==> src/rtl/ace_pkg.sv <==
// rtl/ace_pkg.sv - shared ACE acknowledge-tracking types and constants
package ace_pkg;

    // Bit positions inside the sticky acknowledge error vector
    typedef enum logic [1:0] {
        ACK_ERR_RACK_UFL = 2'd0,
        ACK_ERR_WACK_UFL = 2'd1,
        ACK_ERR_R_TO     = 2'd2,
        ACK_ERR_B_TO     = 2'd3
    } ack_err_e;

    localparam int AckErrWidth = 4;

endpackage

==> src/rtl/ace_ack_counter.sv <==
// rtl/ace_ack_counter.sv - per-channel pending-ack counter with underflow and timeout detection
module ace_ack_counter #(
    parameter int MaxPending = 16,
    parameter int AckTimeout = 256,
    localparam int CntW      = $clog2(MaxPending + 1)
) (
    input  logic            clk_i,
    input  logic            rst_i,
    input  logic            done_i,
    input  logic            ack_i,
    input  logic            clr_err_i,
    output logic [CntW-1:0] count_o,
    output logic            stall_o,
    output logic            underflow_err_o,
    output logic            timeout_err_o
);

    localparam logic [CntW-1:0] MaxCnt = CntW'(MaxPending);
    // A zero timeout disables the timer; keep the register one bit wide so it still elaborates
    localparam int              TW     = (AckTimeout > 0) ? $clog2(AckTimeout + 1) : 1;
    localparam logic [TW-1:0]   TMax   = TW'(AckTimeout);

    logic [CntW-1:0] count_q, count_d;
    logic [TW-1:0]   timer_q, timer_d;
    logic            ufl_q, ufl_d, ufl_set;
    logic            to_q, to_d, to_set;

    // Pending count: done adds, ack retires; an ack with nothing pending is an underflow
    always_comb begin
        count_d = count_q;
        ufl_set = 1'b0;
        case ({done_i, ack_i})
            2'b10: if (count_q != MaxCnt) count_d = count_q + 1'b1;
            2'b01: begin
                if (count_q != '0) count_d = count_q - 1'b1;
                else               ufl_set = 1'b1;
            end
            2'b11: begin
                // Same-cycle ack cannot belong to this completion, so with nothing pending it is spurious
                if (count_q == '0) begin
                    count_d = CntW'(1);
                    ufl_set = 1'b1;
                end
            end
            default: ;
        endcase
    end

    // Ack-age timer: restarts on every ack or when idle, fires once on reaching the limit and then holds
    always_comb begin
        timer_d = timer_q;
        to_set  = 1'b0;
        if (AckTimeout == 0 || count_q == '0 || ack_i) begin
            timer_d = '0;
        end else if (timer_q != TMax) begin
            timer_d = timer_q + 1'b1;
            to_set  = (timer_q == TMax - 1'b1);
        end
    end

    // Sticky errors: clear request loses against an error raised in the same cycle
    always_comb begin
        ufl_d = (ufl_q & ~clr_err_i) | ufl_set;
        to_d  = (to_q  & ~clr_err_i) | to_set;
    end

    // State registers with synchronous reset discarding all pending state
    always_ff @(posedge clk_i) begin
        if (rst_i) begin
            count_q <= '0;
            timer_q <= '0;
            ufl_q   <= 1'b0;
            to_q    <= 1'b0;
        end else begin
            count_q <= count_d;
            timer_q <= timer_d;
            ufl_q   <= ufl_d;
            to_q    <= to_d;
        end
    end

    assign count_o         = count_q;
    assign stall_o         = (count_q == MaxCnt);
    assign underflow_err_o = ufl_q;
    assign timeout_err_o   = to_q;

endmodule

==> src/rtl/ace_ack_tracker.sv <==
// rtl/ace_ack_tracker.sv - tracks ACE RACK/WACK acknowledges against R/B completions
module ace_ack_tracker
    import ace_pkg::*;
#(
    parameter int MaxPending = 16,
    parameter int AckTimeout = 256,
    localparam int CntW      = $clog2(MaxPending + 1)
) (
    input  logic                   clk_i,
    input  logic                   rst_i,
    input  logic                   r_valid_i,
    input  logic                   r_ready_i,
    input  logic                   r_last_i,
    input  logic                   b_valid_i,
    input  logic                   b_ready_i,
    input  logic                   rack_i,
    input  logic                   wack_i,
    output logic [CntW-1:0]        r_pending_o,
    output logic [CntW-1:0]        b_pending_o,
    output logic                   r_stall_o,
    output logic                   b_stall_o,
    output logic                   idle_o,
    input  logic                   clr_err_i,
    output logic [AckErrWidth-1:0] err_o
);

    // A read completes on its last-beat handshake; a write on its B handshake
    logic r_done, b_done;
    assign r_done = r_valid_i & r_ready_i & r_last_i;
    assign b_done = b_valid_i & b_ready_i;

    logic r_ufl, r_to, b_ufl, b_to;

    ace_ack_counter #(
        .MaxPending (MaxPending),
        .AckTimeout (AckTimeout)
    ) u_r_cnt (
        .clk_i           (clk_i),
        .rst_i           (rst_i),
        .done_i          (r_done),
        .ack_i           (rack_i),
        .clr_err_i       (clr_err_i),
        .count_o         (r_pending_o),
        .stall_o         (r_stall_o),
        .underflow_err_o (r_ufl),
        .timeout_err_o   (r_to)
    );

    ace_ack_counter #(
        .MaxPending (MaxPending),
        .AckTimeout (AckTimeout)
    ) u_b_cnt (
        .clk_i           (clk_i),
        .rst_i           (rst_i),
        .done_i          (b_done),
        .ack_i           (wack_i),
        .clr_err_i       (clr_err_i),
        .count_o         (b_pending_o),
        .stall_o         (b_stall_o),
        .underflow_err_o (b_ufl),
        .timeout_err_o   (b_to)
    );

    assign idle_o = (r_pending_o == '0) && (b_pending_o == '0);

    // Pack per-channel sticky flags into the shared error vector
    always_comb begin
        err_o                        = '0;
        err_o[int'(ACK_ERR_RACK_UFL)] = r_ufl;
        err_o[int'(ACK_ERR_WACK_UFL)] = b_ufl;
        err_o[int'(ACK_ERR_R_TO)]     = r_to;
        err_o[int'(ACK_ERR_B_TO)]     = b_to;
    end

    // Upstream must honour the stalls; a completion while stalled would be silently dropped
    a_r_stall_respected: assert property (@(posedge clk_i) disable iff (rst_i) !(r_done && r_stall_o));
    a_b_stall_respected: assert property (@(posedge clk_i) disable iff (rst_i) !(b_done && b_stall_o));
    a_rack_known:        assert property (@(posedge clk_i) disable iff (rst_i) !$isunknown(rack_i));
    a_wack_known:        assert property (@(posedge clk_i) disable iff (rst_i) !$isunknown(wack_i));

endmodule

==> config.mk <==
export PLATFORM = sky130hd
export DESIGN_NAME = ace_ack_tracker
export DESIGN_NICKNAME = d
export VERILOG_FILES = /design/src/rtl/ace_pkg.sv /design/src/rtl/ace_ack_counter.sv /design/src/rtl/ace_ack_tracker.sv
export SDC_FILE = /design/constraint.sdc
export NUM_CORES = 1
export LEC_CHECK = 0
export ABC_CLOCK_PERIOD_IN_PS = 4150
export BUFFER_PORTS_ARGS = -buffer_cell sky130_fd_sc_hd__buf_4
export CAP_MARGIN = 20
export CORE_MARGIN = 2
export CORE_UTILIZATION = 48
export DETAILED_ROUTE_END_ITERATION = 6
export PLACE_DENSITY = 0.69
export RECOVER_POWER = 100
export SYNTH_ARGS = -nofsm -noshare
export SYNTH_HDL_FRONTEND = slang
export SYNTH_HIERARCHICAL = 1
export SYNTH_SLANG_ARGS = --single-unit
==> constraint.sdc <==
create_clock -name clk_i -period 4.15 [get_ports clk_i]
set_clock_uncertainty 0.05 [all_clocks]
set_input_delay 0.83 -clock clk_i [delete_from_list [all_inputs] [get_ports clk_i]]
set_output_delay 0.83 -clock clk_i [all_outputs]
set_load 0.03 [all_outputs]
==> reports/results.txt, run 1 <==
The critical path starts at u_b_cnt/count_o[2]$_SDFFE_PP0P_. The logs give 0 for the number of hold violations in the final report and 2580 µm for the detailed placer's ending HPWL. The tightest min-delay check is of the reg2reg type. The start point of the worst min-delay path was u_r_cnt/timer_q[1]$_SDFFE_PP0P_. For this run, the detailed router's first-pass iteration total came to 4.

The async set-reset flop share out of synthesis is 0%. The clock drives 32 sinks. The number of different library cells in the post-synthesis netlist is 36, and the effective utilization at floorplan is 50.5%. After synthesis the netlist holds a flip-flop and latch count of 32.

The logs give 15 for the maximum number of pins on one net before global-route repair and 6030 µm for the wire length of the first global-routing pass. In this run the power density over the cells is 459 mW/mm². The average cell area after synthesis is 8.59 µm², and the cell depth of the worst hold path is 2. During synthesis, Yosys emitted a total of 6 warnings. Top-level port count: 27.

The per-cell via count in the routed design came out at 5.28. Global routing used 17.7% of the available tracks across all layers. The number of clock buffers added by TritonCTS is 5. The top flip-flop cell by instance count after synthesis was sky130_fd_sc_hd__dfxtp_1. Clock-pin slew was measured on the worst setup and hold paths at 0.06 ns. Share of the cycle needed by the critical path after routing: 72.0%. The post-detailed-route wirelength per cell was 11.9 µm; the clock latency reported for the late side of the worst-skew pair was 0.28 ns.

For the worst flop-to-flop path, the logic depth is 4. Ranked by total cell area, the synthesized netlist is headed by sky130_fd_sc_hd__dfxtp_1, sky130_fd_sc_hd__ha_1, sky130_fd_sc_hd__nor2_1. Cell with the most instances after synthesis: sky130_fd_sc_hd__dfxtp_1. Compared with the post-synthesis result, the final layout area differs by 9.46%. For the pin with the worst max-slew slack, the measured transition is 0.935 ns. The flow ran to the end, and the final reports show no timing, DRC or antenna violations. STA puts the critical path data arrival time at 2.11 ns.

The root buffer cell is sky130_fd_sc_hd__clkbuf_8. STA classifies the critical path endpoint as a primary output. The aggregate global routing overflow was 0. The number of global-route vias before repair is 1366, and the via count is 1536. For the routability congestion estimate, the log shows 0.772.

The number of I/O port buffers works out to 26. After clock tree synthesis, the setup repair step added 0 buffers. The smallest clock period supported by the final layout is computed as 2.99 ns. The final setup violation count was 0.

sky130_fd_sc_hd__dfxtp_1 takes more of the synthesized area than any other cell. The initial antenna violation count was 0; the area of the die was 0.00440 mm². Summed over all cells, the static leakage comes to 0.000814 µW. Sequential elements use 34.4% of the synthesized area.

Across the VDD grid, the largest voltage drop is 232 µV. The tools report the cell count after synthesis as 217. By count the netlist is led by sky130_fd_sc_hd__dfxtp_1, sky130_fd_sc_hd__nor2_1, sky130_fd_sc_hd__a21oi_1, sky130_fd_sc_hd__inv_1, sky130_fd_sc_hd__nand2_1.

The logs give 237 for the net count after synthesis and 36.0% for the worst slew slack as a fraction of its limit. The die is 66.3 µm wide. Setup repair after global routing left no endpoint under its margin. For the worst setup path, the data required time is 3.27 ns. In the final design database the tool counted 262 nets. The core box area came out at 0.00369 mm².

After layout, the design draws a total of 937 µW. For this block, the initial DRC count from the detailed router was 92. 0 antenna diodes ended up in the layout. For the final routed database, the setup TNS stands at 0 ns. The combined area of all synthesized cells came out at 0.00186 mm². TritonCTS built the clock tree.

The beginning of the worst register-to-register path was u_r_cnt/count_o[2]$_SDFFE_PP0P_. After clock tree synthesis, the repair step resized 0 gates. The tools report the kind of start point of the critical path as a flop. The initialized floorplan defines 22 standard-cell rows. The worst setup path is of the reg2out kind.

The final-layout worst hold slack was 0.453 ns. Summed over all layers, the routed wires come to 3460 µm. After clock tree synthesis, the flow added hold-fix buffers numbering 0. Summed over its instances, the top area cell type makes up 34.4% of the synthesized netlist area. In this run the remaining antenna-violating nets after routing total 0. The run gives 0 as the number of design rule violations left after detail routing. Highest clock frequency the design can meet: 335 MHz. The maximum level of the CTS H-tree is 2.

The tool flagged a number of max-cap violations equal to 0. The maximum fanout encountered on the critical timing path came out at 8. The clock passes through at most 2 buffers. The chip height was 66.3 µm; the number of flops mapped to enable cells by yosys was 0.

In the final layout, the share of cells above drive strength 1 is 9.88%. The number of inserted filler cells in the final layout was 382; the max-slew violation count was 0.
path summary, 6_finish.rpt:
| path | end | slack [ns] |
|---|---|---|
| min reg2reg | u_r_cnt/timer_q[1]$_SDFFE_PP0P_ | 0.45 |
| min | u_r_cnt/timer_q[1]$_SDFFE_PP0P_ | 0.45 |
| max reg2reg | u_r_cnt/count_o[2]$_SDFFE_PP0P_ | 1.58 |
| max | b_stall_o | 1.16 |
metrics by stage:
step	setup WS, ns	cell area (µm²)	std cells	util, %
finish	1.16	2040	291	55.3
global route	1.03	2040	291	55.3
CTS	1.60	2160	291	58.5
detailed placement	1.41	2070	283	56.1
global placement	1.42	2070	283	56.1
floorplan	1.64	1860	217	-
power by group:
group	leakage (µW)	internal, µW	switching (µW)
clock network	0.0000455	135	110
registers	0.000260	335	41.8
logic	0.000508	113	202
cells by family (layout without fill, tap and decap cells):
group	after synthesis	in the layout	synth area share, %
XOR/XNOR	18	18	8.46
AND/OR/NAND/NOR	85	85	24.8
multiplexers	4	4	2.28
flip-flops	32	32	34.4
buffers and inverters	24	50	5.91
adder cells (fa/ha/maj)	10	10	6.71
AO/OA/AOI/OAI	44	44	17.5
registers in the layout, indices dropped and copies added (netlist names):
signal	count
u_r_cnt/timer_q	9
u_r_cnt/count_o	5
u_b_cnt/underflow_err_o	1
u_r_cnt/timeout_err_o	1
u_b_cnt/timer_q	9
u_b_cnt/count_o	5
u_b_cnt/timeout_err_o	1
u_r_cnt/underflow_err_o	1
area by class of cell:
type	count	area (µm²)	share of cell area, %
multi-input combinational	161	1060	51.9
tap	48	60.1	2.94
sequential	32	641	31.4
inverter	16	60.1	2.94
timing repair buffer	26	131	6.44
clock buffer	8	90.1	4.41
cells in the final DEF (no fill, tap or decap), drive strengths merged, types with 3 or more instances in the layout:
cell	synthesis	layout
ha	10	10
dfxtp	32	32
clkbuf	2	27
xnor2	10	10
xor2	8	8
a21oi	22	22
nor4	5	5
o31ai	4	4
and2	3	3
and3	9	9
o21ai	4	4
inv	16	16
a22o	4	4
nor2	30	30
buf	6	7
nand2b	4	4
nand3	8	8
nand2	16	16
nor4b	4	4
per-layer routing:
layer / GRT usage (%) / share of wire (%) / vias to the layer above
met5: 0 / 0 / -
met3: 5.62 / 4.7 / 6
li1: - / - / 803
met4: 6.12 / 1.4 / 0
met2: 29.1 / 45 / 26
met1: 21.7 / 49 / 701
worst max-delay path, cell delays in order (launching register included):
cell,delay (ns)
sky130_fd_sc_hd__dfxtp_1,0.39
sky130_fd_sc_hd__nor4_1,0.85
sky130_fd_sc_hd__nand2_1,0.20
sky130_fd_sc_hd__inv_1,0.09
sky130_fd_sc_hd__clkbuf_1,0.30
No activity file was read; power rests on OpenSTA's default activity.
==> run 2, diff against run 1 <==
ABC_CLOCK_PERIOD_IN_PS = 2500   (was 4150)
PLACE_DENSITY = 0.71   (was 0.69)
clock period = 2.5 ns   (was 4.15 ns; I/O delays follow)
==> reports/results.txt, run 2 (same netlist as run 1, synthesis figures left out) <==
The number of max-cap violations was 0 (unchanged). The library cell used most frequently in the layout, excluding fill and tap cells, is sky130_fd_sc_hd__dfxtp_1. Via count: 1582 (+3.0%). STA classifies the critical path startpoint as a flop.

The wire length of the first global-routing pass is 6420 µm (+6.4%), and the post-route setup TNS is 0 ns (unchanged). TritonCTS built the clock tree. Count of placed standard cells including taps: 286 (+1.1%). Class of the tightest hold or removal check: in2reg.

For the routability congestion estimate, the log shows 0.837 (+8.5%). The library cells used most frequently in the layout, excluding fill and tap cells, are sky130_fd_sc_hd__dfxtp_1, sky130_fd_sc_hd__nor2_1, sky130_fd_sc_hd__a21oi_1, sky130_fd_sc_hd__clkbuf_1. For the area used by multi-input combinational logic, the log shows 0.00110 mm² (+4.3%). The area of the die is 0.00440 mm² (unchanged), and the share of the cycle needed by the critical path after routing is 90.7%. The signal arrival time at the worst endpoint came out at 1.72 ns (-0.39 ns). The tools report the critical path required time as 1.95 ns (-1.32 ns).

For the total global-route track usage, the log shows 19.0% (+1.2 points). The shortest period the worst path allows is 2.27 ns, and the post-cts hold buffer count is 0 (unchanged). The clock transition at the registers of the reported paths came out at 0.07 ns (about the same).

The count of TritonRoute iterations in the first routing pass came out at 4 (unchanged). Maximum fanout encountered on the critical timing path: 9 (+1). For the detailed placer's ending HPWL, the log shows 2670 µm (+3.4%). The core box area is 0.00369 mm² (unchanged). Chip height: 66.3 µm (unchanged). The maximum buffer depth of the clock tree is 2 (unchanged), and the post-CTS repair timing setup buffer count is 0 (unchanged).

The number of I/O port buffers is 26 (unchanged), and the number of design rule violations left after detail routing is 0 (unchanged). The highest clock frequency the design can meet was 441 MHz. The total power was 1590 µW (+69%); the net total in the final layout was 265 (+1.1%). The effective utilization at floorplan was 50.5% (unchanged); the worst IR drop on VDD was 466 µV (+100%).

For the residual antenna-violating net count after detailed routing, the log shows 0 (unchanged). The clock latency reported for the late side of the worst-skew pair was 0.28 ns (about the same). Initial antenna violation count: 0 (unchanged). STA classifies the critical path endpoint as a primary output. The die width was 66.3 µm (unchanged); the post-detailed-route wirelength per cell was 12.6 µm (+6.1%).

The per-cell via count in the routed design came out at 5.40 (+2.3%). Compared with the post-synthesis result, the final layout area differs by 12.3%. The cell leakage power is 0.000836 µW (+2.7%). The tools report the number of global-route vias before repair as 1435 (+5.1%). Setup repair after global routing left no endpoint under its margin. The tools report the number of hold violations in the final report as 0 (unchanged).

Sequential cell area: 641 µm² (unchanged). The largest registers in the layout are u_b_cnt/timer_q: 9 flops, u_r_cnt/timer_q: 9 flops. Power density over cell area: 758 mW/mm² (+65%). The final setup violation count came out at 0 (unchanged). The tools report the number of resized instances in the post-cts repair step as 0 (unchanged). The fraction of final layout cells sized beyond drive strength 1 is 11.8% (+2.0 points), and the maximum number of pins on one net before global-route repair is 15 (unchanged).

The tools report the overall routed net length as 3700 µm (+6.8%). The count of inserted antenna diode cells came out at 0 (unchanged). The setup path with the least slack is of type reg2out. The number of standard-cell rows in the floorplan is 22 (unchanged), and the slew at the pin closest to its max-slew limit is 0.391 ns (-0.544 ns).

The maximum level of the CTS H-tree is 2 (unchanged), and the number of clock sinks is 32 (unchanged). The number of inserted filler cells in the final layout came out at 371 (-2.9%). Clock buffer count from CTS: 5 (unchanged).

The flow ran to the end, and the final reports show no timing, DRC or antenna violations. The run gives 27 (unchanged) as the top-level port count. The max-slew violation count is 0 (unchanged), and the aggregate global routing overflow is 0 (unchanged).

The DRC violation total after the first TritonRoute iteration is 102 (+11%), and the worst slew slack as a fraction of its limit is 73.6% (+38 points). The number of non-filler instances in the completed layout came out at 293 (+0.69%). The root buffer cell is sky130_fd_sc_hd__clkbuf_8.
run 2: per-stage QoR:
step | area, µm² | util [%] | hold slack [ns] | worst slack (ns)
3_5_place_dp | 2090 | 56.7 | 0.446 | 0.179
3_3_place_gp | 2090 | 56.7 | 0.444 | 0.238
5_1_grt | 2090 | 56.8 | 0.465 | 0.165
6_report | 2090 | 56.8 | 0.439 | 0.232
2_1_floorplan | 1860 | - | 0.405 | 0.324
4_1_cts | 2170 | 58.8 | 0.438 | 0.257
run 2: path summary, 6_finish.rpt:
check | start | end | slack, ns | cells after the start
setup / recovery | u_b_cnt/count_o[1]$_SDFFE_PP0P_ | idle_o | 0.23 | 3
setup reg to reg | u_r_cnt/count_o[2]$_SDFFE_PP0P_ | u_r_cnt/count_o[4]$_SDFFE_PP0P_ | 0.68 | 5
hold reg to reg | u_r_cnt/timer_q[1]$_SDFFE_PP0P_ | u_r_cnt/timer_q[1]$_SDFFE_PP0P_ | 0.45 | 2
hold / removal | rack_i | u_r_cnt/underflow_err_o$_SDFF_PP0_ | 0.44 | 3
run 2: cell type report:
cell class	count	share of cell area, %
clock buffers	6	3.47
clock inverters	1	0.239
inverters	16	2.87
multi-input cells	161	52.7
flip-flops and latches	32	30.6
well taps	48	2.87
repair buffers	29	7.23
run 2: per-layer routing:
| layer | vias to the layer above | GRT usage, % | routed length, µm |
|---|---|---|---|
| li1 | 809 | - | - |
| met3 | 7 | 5.45 | 164 |
| met4 | 0 | 6.89 | 58 |
| met5 | - | 0 | 0 |
| met2 | 29 | 30.6 | 1660 |
| met1 | 737 | 23.8 | 1820 |
run 2: worst max-delay path: stages (launching register included):
cell,delay (ns)
sky130_fd_sc_hd__dfxtp_1,0.41
sky130_fd_sc_hd__or4_1,0.55
sky130_fd_sc_hd__nor4_2,0.23
sky130_fd_sc_hd__clkbuf_2,0.25
run 2: power by group:
part	leakage, µW	internal, µW	switching (µW)
combinational	0.000535	216	347
clock	0.0000410	189	191
sequential	0.000260	556	86.2
total	0.000836	961	625
==> run 3, diff against run 2 <==
PLACE_DENSITY = 0.72   (was 0.71)
==> reports/results.txt, run 3 (same netlist as run 1, synthesis figures left out) <==
The count of inserted antenna diode cells was 0 (unchanged); the area of the die was 0.00440 mm² (unchanged). The post-cts hold buffer count is 0 (unchanged). The power density over cell area was 774 mW/mm² (+2.2%); the slew at the pin closest to its max-slew limit was 0.375 ns (-0.0160 ns). The number of max-cap violations is 0 (unchanged), and the worst setup timing slack at the placement stage is 0.145 ns (-0.0346 ns). In this run the worst hold path is classified as in2reg. The flow ran to the end, and the final reports show no timing, DRC or antenna violations.

The run gives 5 (unchanged) as the clock buffer count from CTS. Number of I/O port buffers: 26 (unchanged). The library cells used most frequently in the layout, excluding fill and tap cells, are sky130_fd_sc_hd__dfxtp_1, sky130_fd_sc_hd__nor2_1, sky130_fd_sc_hd__a21oi_1, sky130_fd_sc_hd__clkbuf_1. From synthesis to final layout, the design area changed by 12.9%. Cell area after placement: 0.00208 mm² (-0.36%). The logs give 0 (unchanged) for the aggregate global routing overflow and 443 MHz (+0.46%) for the highest clock frequency the design can meet. The count of TritonRoute iterations in the first routing pass is 5 (+1). Per-cell via count in the routed design: 5.32 (-1.6%). The overall routed net length is 3530 µm (-4.5%). The critical path endpoint category was a primary output. The run gives 0.28 ns (about the same) as the clock latency reported for the late side of the worst-skew pair.

The residual antenna-violating net count after detailed routing came out at 0 (unchanged). For the effective utilization at floorplan, the log shows 50.5% (unchanged). The logs give 2 (unchanged) for the maximum buffer depth of the clock tree and 0.00369 mm² (unchanged) for the core box area.

The die width came out at 66.3 µm (unchanged). The final design area excluding fillers was 0.00210 mm² (+0.54%). The total global-route track usage came out at 18.5% (-0.44 points). Setup repair after global routing left no endpoint under its margin. Final setup violation count: 0 (unchanged). TritonCTS built the clock tree. The max-slew violation count is 0 (unchanged). The post-CTS repair timing setup buffer count was 0 (unchanged). The share of the cycle needed by the critical path after routing is 90.3% (-0.42 points), and the number of standard-cell rows in the floorplan is 22 (unchanged). The slowest stage of the critical path belongs to the cell sky130_fd_sc_hd__or4_1.

The worst-case setup margin in the final layout is 0.243 ns (+0.0105 ns), and the count of cell instances traversed by the critical path is 3 (unchanged). The DRC violation total after the first TritonRoute iteration was 60 (-41%). The tools report the number of clock sinks as 32 (unchanged).

The classification of the worst setup path was reg2out. Top-level port count: 27 (unchanged). The via count came out at 1552 (-1.9%). The number of design rule violations left after detail routing is 0 (unchanged).

Walking the worst path, the cells encountered are or4_1, nor4_2, clkbuf_2. The worst path buffer plus inverter count was 1 (unchanged); the net total in the final layout was 264 (-0.38%). The number of global-route vias before repair is 1382 (-3.7%), and the shortest period the worst path allows is 2.26 ns (-0.0105 ns).

The worst slew slack as a fraction of its limit is 74.7% (+1.1 points), and the signal arrival time at the worst endpoint is 1.71 ns (about the same). The cell depth of the worst flop-to-flop path is 4 (-1), and the number of resized instances in the post-cts repair step is 0 (unchanged). The cell depth of the worst hold path was 3 (unchanged); the maximum level of the CTS H-tree was 2 (unchanged). The routability congestion estimate came out at 0.825 (-1.5%).

The largest registers in the layout are u_b_cnt/timer_q: 9 flops, u_r_cnt/timer_q: 9 flops. The worst IR drop on VDD was 515 µV (+10%); the detailed placer's ending HPWL was 2570 µm (-3.8%). In this design, the largest share of critical-path delay is due to simple AND/OR/NAND/NOR gates.

Critical path required time: 1.95 ns (about the same). The clock transition at the registers of the reported paths came out at 0.07 ns (about the same). The tree is rooted in a sky130_fd_sc_hd__clkbuf_8.

The post-detailed-route wirelength per cell was 12.1 µm (-4.2%). The biggest cell delay along the critical path was 0.55 ns (about the same). For the cell leakage power, the log shows 0.000840 µW (+0.56%). The run gives 15 (unchanged) as the maximum number of pins on one net before global-route repair. For the number of hold violations in the final report, the log shows 0 (unchanged).

The library cell used most frequently in the layout, excluding fill and tap cells, is sky130_fd_sc_hd__dfxtp_1. The maximum fanout encountered on the critical timing path was 9 (unchanged). The post-route setup TNS is 0 ns (unchanged). The worst setup path is launched from a flop. The chip height was 66.3 µm (unchanged); the wire length of the first global-routing pass was 6220 µm (-3.1%).

The fraction of final layout cells sized beyond drive strength 1 is 11.9% (+0.049 points), and the initial antenna violation count is 0 (unchanged).
-- run 3: changes by cell type in the layout (fill, tap and decap cells not counted), sizes merged --
cell	delta
clkinv	-1
buf	-1
clkbuf	+1
-- run 3: tightest hold or removal path: stages --
cell	delay, ns
sky130_fd_sc_hd__buf_4	0.10
sky130_fd_sc_hd__a22oi_1	0.06
sky130_fd_sc_hd__nor2_1	0.07
-- run 3: final cells by class --
| type | instances | area, µm² |
|---|---|---|
| fill | 392 | 1580 |
| multi-input combinational | 161 | 1100 |
| sequential | 32 | 641 |
| timing repair buffer | 28 | 144 |
| clock buffer | 7 | 96.3 |
| inverter | 16 | 60.1 |
| tap | 48 | 60.1 |
-- run 3: metrics by stage --
step	utilization [%]	hold slack, ns	power [µW]	std cells
2_1_floorplan	-	0.405	1110	217
3_3_place_gp	56.5	0.444	1260	285
3_5_place_dp	56.5	0.444	1260	285
4_1_cts	59.1	0.432	1700	292
5_1_grt	57.1	0.468	1730	292
6_report	57.1	0.436	1630	292
-- run 3: metal layers --
metal / share of wire (%) / global-route usage (%) / wire length [µm]
met2: 44 / 28.2 / 1570
met5: 0 / 0 / 0
met3: 3.7 / 5.62 / 130
met4: 1.7 / 8.42 / 61
met1: 50 / 23.8 / 1770
-- run 3: worst paths after layout --
path / slack [ns] / endpoint / startpoint
worst min register to register: 0.46 / u_r_cnt/timeout_err_o$_SDFF_PP0_ / u_r_cnt/timeout_err_o$_SDFF_PP0_
worst max register to register: 0.68 / u_b_cnt/timer_q[0]$_SDFFE_PP0P_ / u_b_cnt/count_o[2]$_SDFFE_PP0P_
worst min-delay path: 0.44 / u_r_cnt/underflow_err_o$_SDFF_PP0_ / rack_i
worst max-delay path: 0.24 / idle_o / u_b_cnt/count_o[1]$_SDFFE_PP0P_
-- run 3: power breakdown --
| part | leakage [µW] | internal [µW] | total [µW] | switching, µW |
|---|---|---|---|---|
| Clock | 0.0000503 | 245 | 435 | 190 |
| Sequential | 0.000260 | 556 | 641 | 84.9 |
| Combinational | 0.000530 | 214 | 554 | 339 |
| Total | 0.000840 | 1020 | 1630 | 614 |
